===== src/rtl/cfg_sequencer.sv =====
// cfg_sequencer: walks a configuration ROM and sends each 24-bit entry to an
// I2C byte master as one 3-byte transaction, MSB first. After the preamble
// entries it waits a fixed pause (device power-up settle time) before sending
// the remaining entries.
// Optional build macro CFG_SEQ_NACK_ABORT_EN: a slave NACK aborts the sequence
// into a sticky ERROR state. Without it, NACKs are ignored and err_o is 0.
module cfg_sequencer #(
  parameter int MEM_DEPTH    = 326,
  parameter int MEM_WIDTH    = 24,
  parameter int DATA_WIDTH   = 8,
  parameter int PREAMBLE_LEN = 3,
  parameter int PAUSE_CYCLES = 37_500_000
) (
  input  logic                         clk_i,
  input  logic                         arst_i,
  input  logic                         start_i,
  output logic                         busy_o,
  output logic                         done_o,
  output logic                         err_o,
  output logic [$clog2(MEM_DEPTH)-1:0] rom_addr_o,
  input  logic [MEM_WIDTH-1:0]         rom_data_i,
  output logic [DATA_WIDTH-1:0]        tx_data_o,
  output logic                         tx_valid_o,
  input  logic                         tx_ready_i,
  output logic                         tx_first_o,
  output logic                         tx_last_o,
  input  logic                         txn_done_i,
  input  logic                         nack_i
);

  localparam int ADDR_W = $clog2(MEM_DEPTH);
  localparam int NBYTES = MEM_WIDTH / DATA_WIDTH;
  localparam int BCNT_W = (NBYTES > 1) ? $clog2(NBYTES) : 1;
  localparam int CNT_W  = $clog2(PAUSE_CYCLES + 1);

  localparam logic [ADDR_W-1:0] PRE_LAST_IDX = ADDR_W'(PREAMBLE_LEN - 1);
  localparam logic [ADDR_W-1:0] LAST_IDX     = ADDR_W'(MEM_DEPTH - 1);
  localparam logic [BCNT_W-1:0] LAST_BYTE    = BCNT_W'(NBYTES - 1);
  localparam logic [CNT_W-1:0]  PAUSE_LAST   = CNT_W'(PAUSE_CYCLES - 1);

  typedef enum logic [2:0] {
    S_IDLE      = 3'd0,
    S_FETCH     = 3'd1,
    S_LOAD      = 3'd2,
    S_SEND      = 3'd3,
    S_WAIT_DONE = 3'd4,
    S_PAUSE     = 3'd5,
`ifdef CFG_SEQ_NACK_ABORT_EN
    S_FINISH    = 3'd6,
    S_ERROR     = 3'd7
`else
    S_FINISH    = 3'd6
`endif
  } state_t;

  state_t               state_reg, state_next;
  logic [ADDR_W-1:0]    index_reg;
  logic [CNT_W-1:0]     pause_cnt_reg;
  logic [MEM_WIDTH-1:0] shift_reg;
  logic [BCNT_W-1:0]    byte_cnt_reg;
  logic                 handshake;
  logic                 nack_abort;

  assign handshake = tx_valid_o && tx_ready_i;

`ifdef CFG_SEQ_NACK_ABORT_EN
  assign nack_abort = nack_i;
`else
  // NACKs are deliberately ignored in this build.
  logic unused_nack;
  assign unused_nack = nack_i;
  assign nack_abort  = 1'b0;
`endif

  // State register.
  always_ff @(posedge clk_i or posedge arst_i) begin
    if (arst_i) state_reg <= S_IDLE;
    else        state_reg <= state_next;
  end

  // Next-state logic; a NACK beats txn_done_i when both arrive together.
  always_comb begin
    state_next = state_reg;
    case (state_reg)
      S_IDLE:  if (start_i) state_next = S_FETCH;
      S_FETCH: state_next = S_LOAD;
      S_LOAD:  state_next = S_SEND;
      S_SEND: begin
`ifdef CFG_SEQ_NACK_ABORT_EN
        if (nack_abort) state_next = S_ERROR;
        else
`endif
        if (handshake && byte_cnt_reg == LAST_BYTE) state_next = S_WAIT_DONE;
      end
      S_WAIT_DONE: begin
`ifdef CFG_SEQ_NACK_ABORT_EN
        if (nack_abort) state_next = S_ERROR;
        else
`endif
        if (txn_done_i) begin
          if (index_reg == PRE_LAST_IDX) state_next = S_PAUSE;
          else if (index_reg == LAST_IDX) state_next = S_FINISH;
          else                            state_next = S_FETCH;
        end
      end
      S_PAUSE: begin
        if (pause_cnt_reg == PAUSE_LAST)
          state_next = (index_reg == LAST_IDX) ? S_FINISH : S_FETCH;
      end
      S_FINISH: state_next = S_IDLE;
`ifdef CFG_SEQ_NACK_ABORT_EN
      S_ERROR: if (start_i) state_next = S_FETCH;
`endif
      default: state_next = S_IDLE;
    endcase
  end

  // Datapath: entry index, pause counter, byte shifter and sticky error.
  always_ff @(posedge clk_i or posedge arst_i) begin
    if (arst_i) begin
      index_reg     <= '0;
      pause_cnt_reg <= '0;
      shift_reg     <= '0;
      byte_cnt_reg  <= '0;
    end else begin
      // Entering FETCH from an idle/error state restarts at entry 0;
      // from WAIT_DONE or PAUSE it moves on to the next entry.
      if (state_next == S_FETCH) begin
        if (state_reg == S_WAIT_DONE || state_reg == S_PAUSE)
          index_reg <= index_reg + 1'b1;
        else
          index_reg <= '0;
      end

      if (state_reg == S_PAUSE && pause_cnt_reg != PAUSE_LAST)
        pause_cnt_reg <= pause_cnt_reg + 1'b1;
      else
        pause_cnt_reg <= '0;

      if (state_reg == S_LOAD) begin
        shift_reg    <= rom_data_i;
        byte_cnt_reg <= '0;
      end else if (state_reg == S_SEND && handshake && !nack_abort) begin
        shift_reg    <= {shift_reg[MEM_WIDTH-DATA_WIDTH-1:0], {DATA_WIDTH{1'b0}}};
        byte_cnt_reg <= byte_cnt_reg + 1'b1;
      end
    end
  end

`ifdef CFG_SEQ_NACK_ABORT_EN
  logic err_reg;

  // Sticky abort flag: set on the way into ERROR, cleared by a restart.
  always_ff @(posedge clk_i or posedge arst_i) begin
    if (arst_i)                                      err_reg <= 1'b0;
    else if (state_next == S_ERROR)                  err_reg <= 1'b1;
    else if (state_reg == S_ERROR && start_i)        err_reg <= 1'b0;
  end

  assign err_o = err_reg;
`else
  assign err_o = 1'b0;
`endif

  assign rom_addr_o = index_reg;

  // Outputs decoded from state so reset drops tx_valid_o at once.
  always_comb begin
    busy_o     = 1'b1;
    done_o     = 1'b0;
    tx_valid_o = 1'b0;
    tx_first_o = 1'b0;
    tx_last_o  = 1'b0;
    tx_data_o  = '0;
    case (state_reg)
      S_IDLE:   busy_o = 1'b0;
`ifdef CFG_SEQ_NACK_ABORT_EN
      S_ERROR:  busy_o = 1'b0;
`endif
      S_FINISH: done_o = 1'b1;
      S_SEND: begin
        tx_valid_o = 1'b1;
        tx_data_o  = shift_reg[MEM_WIDTH-1 -: DATA_WIDTH];
        tx_first_o = (byte_cnt_reg == '0);
        tx_last_o  = (byte_cnt_reg == LAST_BYTE);
      end
      default: ;
    endcase
  end

endmodule

===== config.mk =====
export PLATFORM = sky130hd
export DESIGN_NAME = cfg_sequencer
export DESIGN_NICKNAME = d
export VERILOG_FILES = /design/src/rtl/cfg_sequencer.sv
export SDC_FILE = /design/constraint.sdc
export NUM_CORES = 1
export LEC_CHECK = 0
export BUFFER_PORTS_ARGS = -buffer_cell sky130_fd_sc_hd__buf_2
export CORE_UTILIZATION = 51
export DETAILED_ROUTE_END_ITERATION = 10
export MAX_ROUTING_LAYER = met4
export PLACE_DENSITY = 0.75
export SYNTH_ARGS = -nofsm -noshare
export SYNTH_HDL_FRONTEND = slang
export SYNTH_SLANG_ARGS = --single-unit

===== constraint.sdc =====
create_clock -name clk_i -period 2.4 [get_ports clk_i]
set_input_delay 0.36 -clock clk_i [delete_from_list [all_inputs] [get_ports clk_i]]
set_output_delay 0.36 -clock clk_i [all_outputs]
set_load 0.005 [all_outputs]

==> results.tsv <==
metric	value	unit
std cell rows	29	
met2 track demand over resource in global routing	0.3418	
share of synthesized area occupied by flip-flops and latches	0.4817	
Initial DRC Count	126	
setup repair after global routing missed its margin	yes	
maximum resistive drop on vdd	0.6203	mV
GRT Total Usage	0.2280	
initial antenna violation count	0	
largest buffer count on any clock path	2	
fraction of met1 tracks used by global routing	0.3122	
DRC Markers	0	
mean cell area of the mapped netlist	9.471	µm²
share of flip-flops with an asynchronous set or reset	1.000	
ports placed on the boundary	53	
Final Hold Fails	0	
max_cap viols	0	
crit share post-route	0.9976	
diode count	0	
Final min period	2.394	ns
register cell area after layout	0.001602	mm²
insertion delay of the later-clocked pin in the worst-skew pair	0.34	ns
flops & latches, synth	64	
worst hold-check path type	input pin to asynchronous set/reset pin	
total power per unit cell area	883.1	mW/mm²
Avg WL per Cell	14.14	µm
largest fanout on the critical path	3	
maximum number of pins on one net before global-route repair	28	
share of final-layout standard cells stronger than drive strength 1	0.2423	
Worst slew margin	0.6126	
H-tree levels	3	
gate count after technology mapping	351	
Synth Warn #	0	
start-to-end type of the worst setup path	register to register	
die outline area	0.006845	mm²
vias in the first global route	2544	
synthesized net count	387	
fmax	0.4177	GHz
initial standard-cell utilization of the core	0.5266	
number of flip-flops in the largest register	26	
number of buffers added by the clock tree synthesis step	9	
clock root buffer master	sky130_fd_sc_hd__clkbuf_8	
routed via count divided by cell count	5.612	
clock-pin slew reported for the worst setup and hold paths after clock tree synthesis	0.08	ns
ANT nets after route	0	
Area growth syn-to-layout	22.36	%
combined area of the multi-input logic cells	0.001672	mm²
Unique masters post-synth	46	
most utilized layer in the global route result	met2	
highest-count cells in the layout ignoring fill and taps	64 x sky130_fd_sc_hd__dfrtp_1, 50 x sky130_fd_sc_hd__buf_2, 44 x sky130_fd_sc_hd__nand2_1, 33 x sky130_fd_sc_hd__o21ai_0, 29 x sky130_fd_sc_hd__nor2_1	
number of vias in the routed layout	2795	
pre-CTS WS	-0.02337	ns
worst-case clock skew	0.009515	ns
Cells after DPL	481	
data required time of the worst path	2.65	ns
most common cell after layout, fill and taps aside	sky130_fd_sc_hd__dfrtp_1	
final-report max-slew violation count	0	
data arrival time of the worst path	2.64	ns
flip-flop cell with the highest count after synthesis	sky130_fd_sc_hd__dfrtp_1	
crit path launch type	register	
routability-driven placement congestion ratio	0.8842	
final cell count without fillers	498	
final setup violation count	0	
number of enable-type register cells in the synthesized netlist	0	
Detailed Routing Iterations Pass 1	4	
result of the run	finished, final reports clean	
HPWL after DPL	4.781	mm
Pleak	1.877	nW
GR Overflow Total	0	
number of cells on the worst reg-to-reg path	5	
hold-fix buffers at CTS	0	
final net count	452	
measured slew at the worst slew-check pin	0.5804	ns
wire length of the first global-routing pass	11.48	mm
count of input and output buffers	50	
setup ws final	0.005845	ns
GR Layer Usage met3	0.03297	
clk sink count	64	
critical path endpoint category	register	
Horiz. Die Dim	82.74	µm
Die Y	82.74	µm
number of fill cells	544	
cell area after technology mapping	0.003324	mm²
clock tree from TritonCTS	yes	
placeable core region	0.006314	mm²
final wirelength	7.040	mm
accumulated negative setup slack	0	ns
==> worst max-delay path: stages, from the launching register on <==
cell                      delay (ns)
sky130_fd_sc_hd__dfrtp_1        0.38
sky130_fd_sc_hd__or4b_1         0.52
sky130_fd_sc_hd__or4_4          0.51
sky130_fd_sc_hd__o211a_4        0.27
sky130_fd_sc_hd__or3_1          0.40
sky130_fd_sc_hd__o32ai_2        0.25
==> layout make-up <==
cell class,instances,share of cell area
multi-input cells,260,0.4109
flip-flops and latches,64,0.3937
repair buffers,73,0.1101
clock buffers,9,0.03045
clock inverters,7,0.02369
well taps,77,0.02369
inverters,8,0.007382
==> cell families (layout without fill, tap and decap cells) <==
group | after synthesis | count (layout) | synth area share
AOI/OAI and AO/OA | 64 | 64 | 0.1186
xor gates and xnor gates | 19 | 19 | 0.05006
adders and majority gates | 6 | 6 | 0.02258
buffers and inverters | 27 | 97 | 0.03161
DFF | 64 | 64 | 0.4817
muxes | 20 | 20 | 0.06059
other | 1 | 1 | 0.001128
and+or+nand+nor | 150 | 150 | 0.2337
==> Yosys cell counts (all sizes together) (2+ instances only) <==
| library cell | count | share of area |
|---|---|---|
| nor2 | 29 | 0.033 |
| o41ai | 5 | 0.013 |
| xor2 | 13 | 0.034 |
| xnor2 | 6 | 0.016 |
| nor4b | 3 | 0.0098 |
| and2 | 10 | 0.019 |
| nor4 | 2 | 0.0038 |
| nand4 | 12 | 0.023 |
| or4b | 2 | 0.0060 |
| dfrtp | 64 | 0.48 |
| mux2i | 19 | 0.057 |
| nand3 | 15 | 0.023 |
| clkbuf | 17 | 0.019 |
| a21oi | 7 | 0.011 |
| and4 | 5 | 0.013 |
| nor3b | 2 | 0.0045 |
| or4 | 3 | 0.0079 |
| nand2 | 44 | 0.050 |
| o21ai | 37 | 0.056 |
| o31ai | 2 | 0.0045 |
| or3 | 7 | 0.013 |
| a2111oi | 2 | 0.0053 |
| a31oi | 2 | 0.0038 |
| and3 | 10 | 0.019 |
| ha | 6 | 0.023 |
| inv | 8 | 0.0090 |
| buf | 2 | 0.0034 |
| nor3 | 3 | 0.0045 |
==> per-layer routing <==
metal | vias to the layer above | part of all wire
met1 | 1343 | 0.48
li1 | 1378 | -
met2 | 63 | 0.47
met3 | 11 | 0.032
met5 | - | 0
met4 | 0 | 0.015
==> path summary, 6_finish.rpt <==
kind / start / end / slack [ns]
hold / removal: arst_i / pause_cnt_reg[13]$_DFF_PP0_ / 0.03
min in group clk_i: rom_data_i[6] / shift_reg[6]$_DFFE_PP0P_ / 0.22
max in group asynchronous: arst_i / shift_reg[20]$_DFFE_PP0P_ / 1.70
setup / recovery: pause_cnt_reg[8]$_DFF_PP0_ / rom_addr_o[1]$_DFFE_PP0N_ / 0.006
hold reg to reg: byte_cnt_reg[0]$_DFFE_PP0P_ / byte_cnt_reg[0]$_DFFE_PP0P_ / 0.47
setup reg to reg: pause_cnt_reg[8]$_DFF_PP0_ / rom_addr_o[1]$_DFFE_PP0N_ / 0.006
==> power by group <==
part / internal (mW) / leakage [nW] / switching, mW / total (mW)
Combinational: 0.499 / 0.921 / 0.653 / 1.15
Sequential: 1.29 / 0.855 / 0.137 / 1.43
Clock: 0.584 / 0.101 / 0.428 / 1.01
Total: 2.37 / 1.88 / 1.22 / 3.59
==> through the flow <==
stage / util / hold slack [ns] / power (mW) / instance area (µm²)
2_1_floorplan: - / 0.4396 / 2.196 / 3324
3_3_place_gp: 0.6005 / 0.3880 / 2.522 / 3791
3_5_place_dp: 0.6005 / 0.4052 / 2.561 / 3791
4_1_cts: 0.6377 / 0.04078 / 3.581 / 4026
5_1_grt: 0.6443 / 0.06349 / 3.859 / 4068
6_report: 0.6443 / 0.02908 / 3.592 / 4068
==> timing repair <==
action | in CTS | in global routing
pin swaps | 1 | 2
gates resized for setup | 2 | 9
setup buffers | 0 | 1
setup endpoints to repair | 2 | 8
Power figures use the tool's default switching activity.
